==> src/rtl/a2d_scan_ctrl.sv <==
`default_nettype none
// ============================================================================
// Module      : a2d_scan_ctrl
// Description : Round-robin scan sequencer for an 8-channel, 12-bit SPI A2D.
//               Each conversion is two SPI transactions: the first selects the
//               channel and the second returns the result. Results go out on
//               a one-cycle res_vld strobe. Scans repeat every SCAN_INTERVAL
//               clocks.
//               Optional macro A2D_OVERSAMPLE_EN: convert each channel four
//               times and present the truncated average.
// Revision    : 1.0 - initial release
// ============================================================================
module a2d_scan_ctrl #(
    parameter int SCAN_INTERVAL = 50000,
    parameter int GAP_CYCLES    = 2
) (
    input  logic        clk,
    input  logic        rst,
    input  logic        en,
    input  logic [7:0]  chnl_mask,
    output logic        spi_wrt,
    output logic [15:0] spi_cmd,
    input  logic        spi_done,
    input  logic [15:0] spi_rd_data,
    output logic        res_vld,
    output logic [2:0]  res_chnl,
    output logic [11:0] res_data,
    output logic        scan_done,
    output logic        busy
);

    localparam int CNT_W = (SCAN_INTERVAL > 1) ? $clog2(SCAN_INTERVAL) : 1;
    localparam int GAP_W = (GAP_CYCLES > 1) ? $clog2(GAP_CYCLES) : 1;
    localparam logic [CNT_W-1:0] INTERVAL_LOAD = CNT_W'(SCAN_INTERVAL - 1);
    localparam logic [GAP_W-1:0] GAP_LAST      = GAP_W'(GAP_CYCLES - 1);

    typedef enum logic [2:0] {
        S_IDLE     = 3'd0,
        S_CMD1     = 3'd1,
        S_WAIT1    = 3'd2,
        S_GAP      = 3'd3,
        S_CMD2     = 3'd4,
        S_WAIT2    = 3'd5,
        S_STORE    = 3'd6,
        S_INTERVAL = 3'd7
    } state_t;

    state_t           state;
    state_t           state_nxt;
    logic             done_ff;
    logic             done_rise;
    logic             scan_start;
    logic [7:0]       scan_mask;
    logic [7:0]       higher_mask;
    logic [2:0]       ptr;
    logic [CNT_W-1:0] ivl_cnt;
    logic [GAP_W-1:0] gap_cnt;
    logic             last_conv;
    logic             unused_rd_hi;

    // Index of the lowest set bit; callers only use it on non-zero masks.
    function automatic logic [2:0] lowest_set(input logic [7:0] m);
        logic [2:0] r;
        r = 3'd0;
        for (int i = 7; i >= 0; i--) begin
            if (m[i]) r = 3'(i);
        end
        return r;
    endfunction

    // The master idles with done high, so only a 0->1 transition marks completion.
    assign done_rise   = spi_done & ~done_ff;
    // Channels of the latched mask strictly above the current pointer.
    assign higher_mask = scan_mask & ~(8'hFF >> (3'd7 - ptr));
    // Result bits [15:12] carry no conversion data.
    assign unused_rd_hi = ^spi_rd_data[15:12];

    assign spi_wrt   = (state == S_CMD1) || (state == S_CMD2);
    assign spi_cmd   = {2'b00, ptr, 11'h000};
    assign res_vld   = (state == S_STORE);
    assign res_chnl  = ptr;
    assign scan_done = (state == S_STORE) && (higher_mask == 8'h00);
    assign busy      = (state != S_IDLE) && (state != S_INTERVAL);

`ifdef A2D_OVERSAMPLE_EN
    logic [1:0]  rep_cnt;
    logic [13:0] acc;

    assign last_conv = (rep_cnt == 2'd3);
    assign res_data  = acc[13:2];

    // Accumulate four conversions per channel; the first one overwrites the sum.
    always_ff @(posedge clk or posedge rst) begin
        if (rst) begin
            rep_cnt <= 2'd0;
            acc     <= 14'd0;
        end else if (state == S_WAIT2 && done_rise) begin
            rep_cnt <= rep_cnt + 2'd1;
            if (rep_cnt == 2'd0) acc <= {2'b00, spi_rd_data[11:0]};
            else                 acc <= acc + {2'b00, spi_rd_data[11:0]};
        end
    end
`else
    logic [11:0] res_q;

    assign last_conv = 1'b1;
    assign res_data  = res_q;

    // Capture the result word on completion of the second transaction.
    always_ff @(posedge clk or posedge rst) begin
        if (rst)                                res_q <= 12'd0;
        else if (state == S_WAIT2 && done_rise) res_q <= spi_rd_data[11:0];
    end
`endif

    // Next-state decode; scan_start marks the cycle that latches a new scan.
    always_comb begin
        state_nxt  = state;
        scan_start = 1'b0;
        case (state)
            S_IDLE: begin
                if (en && chnl_mask != 8'h00) begin
                    scan_start = 1'b1;
                    state_nxt  = S_CMD1;
                end
            end
            S_CMD1:  state_nxt = S_WAIT1;
            S_WAIT1: if (done_rise) state_nxt = S_GAP;
            S_GAP:   if (gap_cnt == GAP_LAST) state_nxt = S_CMD2;
            S_CMD2:  state_nxt = S_WAIT2;
            S_WAIT2: if (done_rise) state_nxt = last_conv ? S_STORE : S_CMD1;
            S_STORE: state_nxt = (higher_mask != 8'h00) ? S_CMD1 : S_INTERVAL;
            S_INTERVAL: begin
                if (ivl_cnt == '0) begin
                    if (en && chnl_mask != 8'h00) begin
                        scan_start = 1'b1;
                        state_nxt  = S_CMD1;
                    end else begin
                        state_nxt  = S_IDLE;
                    end
                end
            end
            default: state_nxt = S_IDLE;
        endcase
    end

    // State register.
    always_ff @(posedge clk or posedge rst) begin
        if (rst) state <= S_IDLE;
        else     state <= state_nxt;
    end

    // Delayed copy of spi_done for edge detection.
    always_ff @(posedge clk or posedge rst) begin
        if (rst) done_ff <= 1'b1;
        else     done_ff <= spi_done;
    end

    // Scan period counter: loaded at scan start, free-running down, saturating at 0.
    always_ff @(posedge clk or posedge rst) begin
        if (rst)                 ivl_cnt <= '0;
        else if (scan_start)     ivl_cnt <= INTERVAL_LOAD;
        else if (ivl_cnt != '0)  ivl_cnt <= ivl_cnt - 1'b1;
    end

    // Mask latch and ascending channel pointer.
    always_ff @(posedge clk or posedge rst) begin
        if (rst) begin
            scan_mask <= 8'h00;
            ptr       <= 3'd0;
        end else if (scan_start) begin
            scan_mask <= chnl_mask;
            ptr       <= lowest_set(chnl_mask);
        end else if (state == S_STORE && higher_mask != 8'h00) begin
            ptr       <= lowest_set(higher_mask);
        end
    end

    // Counts the idle cycles spent in GAP.
    always_ff @(posedge clk or posedge rst) begin
        if (rst)                 gap_cnt <= '0;
        else if (state != S_GAP) gap_cnt <= '0;
        else                     gap_cnt <= gap_cnt + 1'b1;
    end

endmodule
`default_nettype wire

==> config.mk <==
export PLATFORM = sky130hd
export DESIGN_NAME = a2d_scan_ctrl
export DESIGN_NICKNAME = d
export VERILOG_FILES = /design/src/rtl/a2d_scan_ctrl.sv
export SDC_FILE = /design/constraint.sdc
export NUM_CORES = 1
export LEC_CHECK = 0
export BUFFER_PORTS_ARGS = -buffer_cell sky130_fd_sc_hd__buf_4
export CAP_MARGIN = 20
export CORE_MARGIN = 1
export CORE_UTILIZATION = 56
export DETAILED_ROUTE_END_ITERATION = 6
export GPL_TIMING_DRIVEN = 1
export PLACE_DENSITY = 0.84
export SYNTH_ARGS = -nofsm -noshare
export SYNTH_HDL_FRONTEND = slang
export SYNTH_SLANG_ARGS = --single-unit
==> constraint.sdc <==
create_clock -name clk -period 6.3 [get_ports clk]
set_input_delay 1.575 -clock clk [delete_from_list [all_inputs] [get_ports clk]]
set_output_delay 1.575 -clock clk [all_outputs]
set_load 0.005 [all_outputs]
==> results.json <==
{
  "area_growth_pct": 16.4,
  "drtPass1Iterations": 4,
  "viasPerCell": 5.56,
  "ys_ff_latch": 43,
  "n_fill_cell": 337,
  "multi_input_area_mm2": 0.00112,
  "crit_chain": "buf_4, or4_1, o21ai_0, or2_1, or3_1, o31ai_1",
  "synthTopCellsByArea": "dfrtp_1 45%, mux2_2 5.7%, buf_4 5.1%",
  "async_flop_share_pct": 100,
  "cts_made_buffers": 5,
  "ioPinCount": 63,
  "postCtsSetupRepairBufs": 0,
  "die_area_mm2": 0.00447,
  "slew_headroom_pct": 54.7,
  "routed-via-count": 1880,
  "setup.worst_path.start_class": "primary input",
  "arrival_ps": 3570,
  "avgSynthCellArea_um2": 9.47,
  "regArea_mm2": 0.00108,
  "p_per_area_mw_per_mm2": 460,
  "routedWlPerCell_um": 13.5,
  "dp_hpwl_mm": 3.23,
  "cts-root-buf": "clkbuf_8",
  "initial_core_util_pct": 58.5,
  "finClkSkew_ps": 9.24,
  "fmax_mhz": 293,
  "grt_overflow": 0,
  "drive_gt1_share_pct": 24.3,
  "critPathMaxStageDelay_ps": 570,
  "cts_tree": "built",
  "clkTransAtPathRegs_ps": 80,
  "min_path_type": "flop to flop",
  "ctsHoldBuffers": 0,
  "grt_pass1_wl_mm": 7.33,
  "synth_top_area_share_pct": 44.6,
  "rsz0062_at_grt": "false",
  "fin_util_pct": 68.2,
  "fin_crit_sh_pct": 54.2,
  "netlist_instances": 249,
  "status": "finished clean",
  "grt_pass1_vias": 1693,
  "crit_type": "primary input to flop",
  "slowest_stage": "or4_1",
  "routed_wl_mm": 4.55,
  "p_comb_share_pct": 40.6,
  "seqPwrFrac_pct": 43.2,
  "clockPowerShare_pct": 16.2,
  "seq_area_frac_synth_pct": 45.7,
  "antenna_left": 0,
  "grt_usage_pct": 21.7,
  "setup_tns_ps": 0,
  "clk_latency_ps": 290,
  "chipWidth_um": 66.9,
  "report.final.slew_viol_count": 0,
  "yosysTopAreaCell": "dfrtp_1",
  "cts-htree-levels": 2,
  "fp.dieH_um": 66.9,
  "place_congestion": 0.863,
  "stdcell_count": 338,
  "dp_slack_ps": 2620,
  "cts_resized": 0,
  "tightest_slew_ps": 676,
  "synth_warnings": 0,
  "antenna_found_initial": 0,
  "drt_iter0_drc": 173,
  "diodes": 0,
  "cp_top_family": "simple AND/OR/NAND/NOR gates",
  "worst_slack_ps": 2880,
  "finalSetupViolations": 0,
  "grt_max_degree": 44,
  "synth-main-ff-cell": "dfrtp_1",
  "synth_edf_count": 0,
  "peakVddDrop_v": 0.000232,
  "nNetsFinal": 318,
  "holdWs_ps": 510,
  "drc": 0,
  "core_mm2": 0.00403,
  "p_leak_uw": 0.00126,
  "synth_area_mm2": 0.00236,
  "clock-sinks": 43,
  "cp.required_ps": 6450,
  "max_cap_viol_count": 0,
  "num_rows": 23,
  "hold_violations": 0,
  "endpoint_kind": "flop",
  "period_needed_ps": 3420,
  "synth_cell_types": 53,
  "crit_fanout": 19,
  "dp.cells": 331,
  "io_buffers": 45,
  "netSwitchingFraction_pct": 36.6,
  "power.switching_uw": 462,
  "critPathBufInv": 1,
  "clk_path_buf_depth": 2,
  "p_int_uw": 800
}
[layout by cell type (no fill, tap or decap), types with 2 or more instances in the layout]
cell type,n
ha_1,2
nor4_1,3
conb_1,13
or4_1,2
a21oi_1,13
o21a_1,2
and3_1,4
nand4_1,3
nand2_1,26
nor2_1,23
o21bai_1,4
or3_1,2
dfrtp_1,42
nand2b_1,7
nand3_1,4
a31oi_1,6
xor2_1,3
nor4b_1,2
xnor2_1,8
clkbuf_8,5
nor3_1,9
nand3b_1,2
mux2_2,12
inv_1,8
buf_4,46
o21ai_0,10
[cell usage after synthesis, types with 2 or more instances]
cell       n
xnor2_1    8
inv_1      8
buf_6      2
nand4_1    3
or4_1      2
mux2_2    12
buf_2      2
nor4_1     3
buf_4     16
dfrtp_1   42
nor3_1     9
a21oi_1   13
clkbuf_1   5
o21bai_1   4
and3_1     4
o21ai_0   10
nand2_1   26
nand2b_1   7
buf_1      2
a31oi_1    6
ha_1       2
nor2_1    23
nand3_1    4
nor4b_1    2
o21a_1     2
nand3b_1   2
xor2_1     3
or3_1      2
[registers in the layout, summed over array words and instances, names as in the netlist]
register / count
done_ff: 1
state: 3
res_data: 12
gap_cnt: 1
ivl_cnt: 16
res_chnl: 3
scan_mask: 7
[layout make-up]
| class | instances | share of cell area [%] |
|---|---|---|
| Multi-Input combinational cell | 183 | 40.7 |
| Sequential cell | 43 | 39.2 |
| Timing Repair Buffer | 47 | 13.0 |
| Clock buffer | 6 | 2.64 |
| Tap cell | 50 | 2.28 |
| Clock inverter | 1 | 1.09 |
| Inverter | 8 | 1.09 |
[power by group through the flow]
| stage | clock network, µW | registers, µW | logic [µW] |
|---|---|---|---|
| 2_1_floorplan | 0 | 496 | 392 |
| 3_3_place_gp | 0 | 542 | 496 |
| 3_5_place_dp | 0 | 549 | 510 |
| 4_1_cts | 209 | 545 | 514 |
| 5_1_grt | 219 | 569 | 575 |
| 6_report | 205 | 546 | 512 |
[worst reg2reg max path: stages, from the launching register on]
cell	delay (ps)
dfrtp_1	390
inv_1	130
ha_1	170
nor4b_1	280
and4_1	430
a31oi_1	150
or2_1	460
or3_1	470
o31ai_1	80
[layer usage]
metal  wire length, µm  global-route usage [%]
met1              2080                    26.4
met2              2210                    36.5
met3               169                    5.65
met4                91                    7.71
met5                 0                       0
[path summary, 6_finish.rpt]
path / start / to / slack (ps) / cells after the start
worst max register to register: ivl_cnt[0] / res_chnl[0] / 3630 / 8
worst min register to register: res_data[9] / res_data[9] / 510 / 1
worst max-delay path: chnl_mask[4] / res_chnl[0] / 2880 / 6
max in group asynchronous: rst / done_ff / 4500 / 3
min in group asynchronous: rst / res_data[7] / 1420 / 3
worst min-delay path: res_data[9] / res_data[9] / 510 / 1
[through the flow]
stage / cell area (µm²) / total power [µW]
global placement: 2630 / 1040
detailed placement: 2640 / 1060
CTS: 2750 / 1270
floorplan: 2400 / 888
global route: 2750 / 1360
finish: 2750 / 1260
[cells by family after synthesis]
group	count (synthesis)	synth area share, %
adder cells (fa/ha/maj)	2	1.06
buffers and inverters	35	8.86
multiplexers	12	5.73
XOR/XNOR	11	4.09
other	1	0.159
AO/OA/AOI/OAI	49	13.4
AND/OR/NAND/NOR	96	21.0
flip-flops	43	45.7
Power figures use the tool's default switching activity.
